`config.mk`:
```
export PLATFORM = sky130hd
export DESIGN_NAME = mdr_mem_port
export DESIGN_NICKNAME = d
export VERILOG_FILES = /design/src/rtl/mdr_pkg.sv /design/src/rtl/mdr_lane_unit.sv /design/src/rtl/mdr_mem_port.sv
export SDC_FILE = /design/constraint.sdc
export NUM_CORES = 1
export LEC_CHECK = 0
export BUFFER_PORTS_ARGS = -buffer_cell sky130_fd_sc_hd__buf_4
export CORE_ASPECT_RATIO = 0.5
export CORE_MARGIN = 4
export CORE_UTILIZATION = 42
export DETAILED_ROUTE_END_ITERATION = 8
export GPL_ROUTABILITY_DRIVEN = 0
export GPL_TIMING_DRIVEN = 0
export PLACE_DENSITY = 0.77
export SLEW_MARGIN = 20
export SYNTH_ARGS = -nofsm -noshare
export SYNTH_HDL_FRONTEND = slang
export SYNTH_HIERARCHICAL = 1
export SYNTH_SLANG_ARGS = --single-unit
```
`constraint.sdc`:
```
create_clock -name Clock -period 3.65 [get_ports Clock]
set_input_delay 0.73 -clock Clock [delete_from_list [all_inputs] [get_ports Clock]]
set_output_delay 0.73 -clock Clock [all_outputs]
set_load 0.01 [all_outputs]
```
`src/rtl/mdr_pkg.sv`:
```
// Shared encodings for the memory data register port: access sizes,
// handshake FSM states and the default timeout.
package mdr_pkg;

    typedef enum logic [1:0] {
        SZ_BYTE = 2'b00,
        SZ_HALF = 2'b01,
        SZ_WORD = 2'b10,
        SZ_BAD  = 2'b11
    } size_t;

    typedef enum logic [1:0] {
        ST_IDLE,
        ST_REQ,
        ST_DONE
    } state_t;

    localparam int MAX_WAIT_DEFAULT = 15;

endpackage

```
`src/rtl/mdr_lane_unit.sv`:
```
// Combinational byte-lane logic: read-side lane extract with sign/zero
// extension, write-side lane replication, byte enables and alignment check.
module mdr_lane_unit
    import mdr_pkg::*;
#(
    parameter int DATA_WIDTH = 32,
    parameter int OFS_W      = $clog2(DATA_WIDTH/8)
) (
    input  logic [1:0]              rd_size,
    input  logic                    rd_signed,
    input  logic [OFS_W-1:0]        rd_ofs,
    input  logic [DATA_WIDTH-1:0]   rdata,
    output logic [DATA_WIDTH-1:0]   rd_ext,
    input  logic [1:0]              wr_size,
    input  logic [OFS_W-1:0]        wr_ofs,
    input  logic [DATA_WIDTH-1:0]   wr_src,
    output logic [DATA_WIDTH-1:0]   wr_data,
    output logic [DATA_WIDTH/8-1:0] wr_be,
    output logic                    legal
);

    localparam int NB = DATA_WIDTH/8;

    logic [DATA_WIDTH-1:0] shifted;

    // Word reads only ever reach here with offset 0, so the shifted value is the word itself.
    always_comb begin
        shifted = rdata >> {rd_ofs, 3'b000};
        case (size_t'(rd_size))
            SZ_BYTE: rd_ext = {{(DATA_WIDTH-8){rd_signed & shifted[7]}}, shifted[7:0]};
            SZ_HALF: rd_ext = {{(DATA_WIDTH-16){rd_signed & shifted[15]}}, shifted[15:0]};
            default: rd_ext = shifted;
        endcase
    end

    always_comb begin
        wr_data = '0;
        wr_be   = '0;
        legal   = 1'b0;
        case (size_t'(wr_size))
            SZ_BYTE: begin
                wr_data = {NB{wr_src[7:0]}};
                wr_be   = NB'(1) << wr_ofs;
                legal   = 1'b1;
            end
            SZ_HALF: begin
                wr_data = {(NB/2){wr_src[15:0]}};
                wr_be   = NB'(3) << wr_ofs;
                legal   = ~wr_ofs[0];
            end
            SZ_WORD: begin
                wr_data = wr_src;
                wr_be   = '1;
                legal   = (wr_ofs == '0);
            end
            default: ;
        endcase
    end

endmodule

```
`src/rtl/mdr_mem_port.sv`:
```
// Memory data register with a request/ack memory port: bus loads, sized
// reads with extension, lane-steered writes, and an ack timeout.
module mdr_mem_port
    import mdr_pkg::*;
#(
    parameter int                    DATA_WIDTH = 32,
    parameter int                    OFS_W      = $clog2(DATA_WIDTH/8),
    parameter int                    MAX_WAIT   = MAX_WAIT_DEFAULT,
    parameter logic [DATA_WIDTH-1:0] INIT       = '0
) (
    input  logic                    Clock,
    input  logic                    Clear,
    input  logic                    MDRin,
    input  logic                    Read,
    input  logic                    Write,
    input  logic [1:0]              Size,
    input  logic                    Signed,
    input  logic [OFS_W-1:0]        Addr_lo,
    input  logic [DATA_WIDTH-1:0]   BusMuxOut,
    output logic [DATA_WIDTH-1:0]   BusMuxIn,
    output logic                    Mem_req,
    output logic                    Mem_we,
    output logic [DATA_WIDTH/8-1:0] Mem_be,
    output logic [DATA_WIDTH-1:0]   Mem_wdata,
    input  logic [DATA_WIDTH-1:0]   Mem_rdata,
    input  logic                    Mem_ack,
    output logic                    Busy,
    output logic                    Done,
    output logic                    Err
);

    localparam int         NB        = DATA_WIDTH/8;
    localparam logic [7:0] WAIT_LAST = 8'(MAX_WAIT - 1);

    state_t                state, nstate;
    logic [DATA_WIDTH-1:0] mdr;
    logic                  err;
    logic [7:0]            wait_cnt;
    logic [1:0]            cmd_size;
    logic                  cmd_signed;
    logic [OFS_W-1:0]      cmd_ofs;
    logic                  cmd_write;

    logic [DATA_WIDTH-1:0] rd_ext, wr_data;
    logic [NB-1:0]         wr_be;
    logic                  legal;
    logic                  cmd_start, cmd_ok;

    logic                  req_d, we_d, busy_d, done_d;
    logic [NB-1:0]         be_d;
    logic [DATA_WIDTH-1:0] wdata_d;

    mdr_lane_unit #(
        .DATA_WIDTH (DATA_WIDTH),
        .OFS_W      (OFS_W)
    ) u_lane (
        .rd_size   (cmd_size),
        .rd_signed (cmd_signed),
        .rd_ofs    (cmd_ofs),
        .rdata     (Mem_rdata),
        .rd_ext    (rd_ext),
        .wr_size   (Size),
        .wr_ofs    (Addr_lo),
        .wr_src    (mdr),
        .wr_data   (wr_data),
        .wr_be     (wr_be),
        .legal     (legal)
    );

    assign cmd_start = (state == ST_IDLE) && (Read || Write);
    assign cmd_ok    = cmd_start && (Read != Write) && legal;

    always_ff @(posedge Clock or negedge Clear) begin
        if (!Clear) state <= ST_IDLE;
        else        state <= nstate;
    end

    always_comb begin
        nstate = state;
        case (state)
            ST_IDLE: if (cmd_start) nstate = cmd_ok ? ST_REQ : ST_DONE;
            ST_REQ:  if (Mem_ack || wait_cnt == WAIT_LAST) nstate = ST_DONE;
            ST_DONE: nstate = ST_IDLE;
            default: nstate = ST_IDLE;
        endcase
    end

    // Port outputs are registered; lane controls are captured at accept and held through REQ.
    always_comb begin
        req_d   = (nstate == ST_REQ);
        busy_d  = (nstate != ST_IDLE);
        done_d  = (nstate == ST_DONE);
        we_d    = 1'b0;
        be_d    = '0;
        wdata_d = '0;
        if (cmd_ok) begin
            we_d    = Write;
            be_d    = wr_be;
            wdata_d = Write ? wr_data : '0;
        end else if (state == ST_REQ && nstate == ST_REQ) begin
            we_d    = Mem_we;
            be_d    = Mem_be;
            wdata_d = Mem_wdata;
        end
    end

    always_ff @(posedge Clock or negedge Clear) begin
        if (!Clear) begin
            Mem_req   <= 1'b0;
            Mem_we    <= 1'b0;
            Mem_be    <= '0;
            Mem_wdata <= '0;
            Busy      <= 1'b0;
            Done      <= 1'b0;
        end else begin
            Mem_req   <= req_d;
            Mem_we    <= we_d;
            Mem_be    <= be_d;
            Mem_wdata <= wdata_d;
            Busy      <= busy_d;
            Done      <= done_d;
        end
    end

    always_ff @(posedge Clock or negedge Clear) begin
        if (!Clear) begin
            cmd_size   <= '0;
            cmd_signed <= 1'b0;
            cmd_ofs    <= '0;
            cmd_write  <= 1'b0;
            err        <= 1'b0;
            wait_cnt   <= '0;
        end else if (cmd_start) begin
            cmd_size   <= Size;
            cmd_signed <= Signed;
            cmd_ofs    <= Addr_lo;
            cmd_write  <= Write;
            err        <= ~cmd_ok;
            wait_cnt   <= '0;
        end else if (state == ST_REQ && !Mem_ack) begin
            if (wait_cnt == WAIT_LAST) err <= 1'b1;
            else                       wait_cnt <= wait_cnt + 8'd1;
        end
    end

    // A read ack beats everything; bus loads only when no command is being taken.
    always_ff @(posedge Clock or negedge Clear) begin
        if (!Clear)
            mdr <= INIT;
        else if (state == ST_REQ && Mem_ack && !cmd_write)
            mdr <= rd_ext;
        else if (MDRin && !cmd_start && state != ST_REQ)
            mdr <= BusMuxOut;
    end

    assign BusMuxIn = mdr;
    assign Err      = err;

endmodule

```
==> reports/results.ini <==
[timing]
worstMarginPinSlew_ps=798
max_freq_mhz=409
fin_worst_skew_ps=12.0
fin_crit_sh=0.670
layout_min_cycle_time_ps=2450
final_max_slew_viol_count=0
relSlewSlack=0.468
whs_ps=449
hold_viol=0
finalSetupTns_ps=0
rsz0062_at_grt=no
fin_ws_ps=1200
setup_viol=0

[global_routing]
track_usage=0.214
grt_overflow_total=0
grt_antenna_before_repair=1
grt_max_degree=90
first_global_vias=4310
grt_pass1_wl_mm=23.4

[setup_path]
critical_path.most_common_cell=mux2_1
worstSetupPathType=reg -> reg
reg2reg_depth=5
r2r_end=BusMuxIn[12]
critPathTopFamily=compound AO/OA/AOI/OAI gates
critPathLaunchType=register
worstPathRequired_ps=3870
crit_path_end_kind=register
endpoint=BusMuxIn[12]
regToRegSetupSlack_ps=1200
cp.arrival_ps=2660
critPathLaunch=cmd_size[1]
rr_startpoint=cmd_size[1]
slowest_stage=nor2_1
cp_slowest_stage_delay_ps=530
cp_max_fo=9
crit_chain=nor2_1 > o221ai_1 > a21boi_0 > mux2_1 > mux2_1
cp_num_cells=5
crit_buf_inv=0

[run_status]
status=completed

[flow_run]
cap_violations=0

[routing]
drc=0
dr.pass1.iters=6
drt_iter0_markers=375
vias=4402
drt-met1-wl_mm=6.49
via_per_inst=5.48
met2WireLength_mm=7.35
routedWlPerCell_um=18.9
wirelength_mm=15.2
antenna_left=0
highest_layer=met5
wl_met3_mm=1.22

[clock_tree]
path_clk_slew_ps=70
hold_buffers=0
cts-root-buf=clkbuf_16
cts_tree=done
cts_max_level=3
cts_sinks=89
post_cts_buffers=0
cts_buffers=9
clk_latency_ps=350
cts-resized-gates=0
cts_buffer_depth=2

[layout]
n_fill_cell=1059
regArea_sq_um=2230
area_delta_synth_final_pct=31.8
multi_input_area_sq_um=2620
utilization=0.567
drive_gt1_frac=0.327
n_antenna_cell=0
nets=713
final_cells=804
final_cell_area_sq_um=6690

[placement]
dp_hpwl_mm=11.9
io_buffers=147
pre_cts_ws_ps=952
dp_cells=789
place_area_sq_um=6390

[synth]
synth_edf_count=0
avgSynthCellArea_sq_um=10.6
synth_area_sq_um=5080
netlist.area_leader.share=0.439
synthTopCellsByArea=dfrtp_1, mux2_1, a22o_1, mux2i_1, a21oi_1
synthCells=477
yosysSeqAreaShare=0.439
yosysWarningCount=6
synth_seq_cells=89
ys.flop_type=dfrtp_1
ys_types=48
async_reset_ff_frac=1.00
synth_fp_nets=555
yosysTopAreaCell=dfrtp_1

[pwr]
peakVddDrop_mv=0.268
power_mw=4.41
p_leak_nw=3.18
power_density_nw_per_um2=659

[min_path]
min_path_type=in -> async

[floorplanning]
die_h_um=85.7
die_x_um=163
io-pin-count=148
rows=28
start_util=0.430
floorplan.die_area_sq_um=14000
fp.coreArea_sq_um=11800

cells by family after synthesis:
group | after synthesis | share of synthesized area
compound gates | 142 | 0.198
xor+xnor | 4 | 0.00690
fa+ha+maj | 3 | 0.00740
buf+inv | 43 | 0.0449
flops | 89 | 0.439
mux | 88 | 0.190
simple gates | 108 | 0.114
worst register-to-register path, delay by kind of cell (launching register included):
family             cells  cell delay [ps]
and+or+nand+nor        1              530
AOI/OAI and AO/OA      2              750
muxes                  2              600
DFF                    1              450
flip-flops by register name, indices dropped and copies added, names as in the netlist:
signal / count
Busy: 1
Mem_req: 1
BusMuxIn: 32
Err: 1
Done: 1
cmd_signed: 1
cmd_write: 1
state: 2
Mem_we: 1
cmd_size: 2
Mem_wdata: 32
wait_cnt: 8
Mem_be: 4
cmd_ofs: 2
cell usage after synthesis (2+ instances only):
cell / number
o22ai_2: 8
inv_1: 6
nand2_1: 41
a21o_1: 9
buf_2: 17
a211oi_1: 10
nor2b_1: 19
xor2_1: 2
nand4_1: 2
or2_2: 7
o21ai_0: 25
mux2_2: 3
mux2i_1: 23
a22o_1: 37
buf_4: 2
or2_1: 2
nor3_1: 4
nor2_1: 11
buf_6: 5
and3_1: 2
a21boi_0: 7
clkbuf_1: 9
ha_1: 3
nand2b_1: 3
dfrtp_1: 89
xnor2_1: 2
a21oi_1: 33
and2_1: 9
buf_1: 3
o21ai_1: 3
mux2_1: 62
o21a_1: 3
routing by layer:
metal | vias to the layer above | global-route usage
met5 | - | 0
met4 | 2 | 0.0381
met3 | 19 | 0.0595
met2 | 183 | 0.357
met1 | 2151 | 0.286
li1 | 2047 | -
report_power, final:
part	leakage [nW]	internal [mW]	switching, mW
clock	0.142	0.550	0.400
combinational	1.89	0.926	1.02
sequential	1.15	1.24	0.270
area by class of cell:
type / count / area share
inverter: 7 / 0.00393
tap: 165 / 0.0309
timing repair buffer: 147 / 0.165
clock buffer: 10 / 0.0357
clock inverter: 5 / 0.00935
sequential: 89 / 0.333
buffer: 36 / 0.0301
multi-input combinational: 345 / 0.392
how the worst min path moves through the flow:
stage | start | to | slack [ps] | depth (start not counted)
after global placement | Mem_we | Mem_we | 470 | 1
after floorplan | Clear | BusMuxIn[0] | 430 | 0
after detailed placement | Mem_we | Mem_we | 480 | 1
final | Clear | Mem_wdata[23] | 450 | 1
after global routing | Clear | Mem_wdata[18] | 510 | 1
after CTS | Mem_we | Mem_we | 490 | 1
placed cells by master (no fill, tap or decap), drive strengths merged, types with 2 or more instances in the layout:
cell	instances
or2	9
nor2	11
o22ai	9
ha	3
nor3b	2
o21ai	28
mux2i	23
nor2b	19
and2	9
clkbuf	19
buf	174
nand2b	4
and3	2
a21o	9
dfrtp	89
nand4	2
a211oi	10
mux2	65
a22o	37
clkinvlp	2
nand2	41
xor2	2
xnor2	2
a21oi	33
nor3	4
inv	9
a21boi	7
o21a	3
Note: power is estimated with default switching activity, not from simulation.
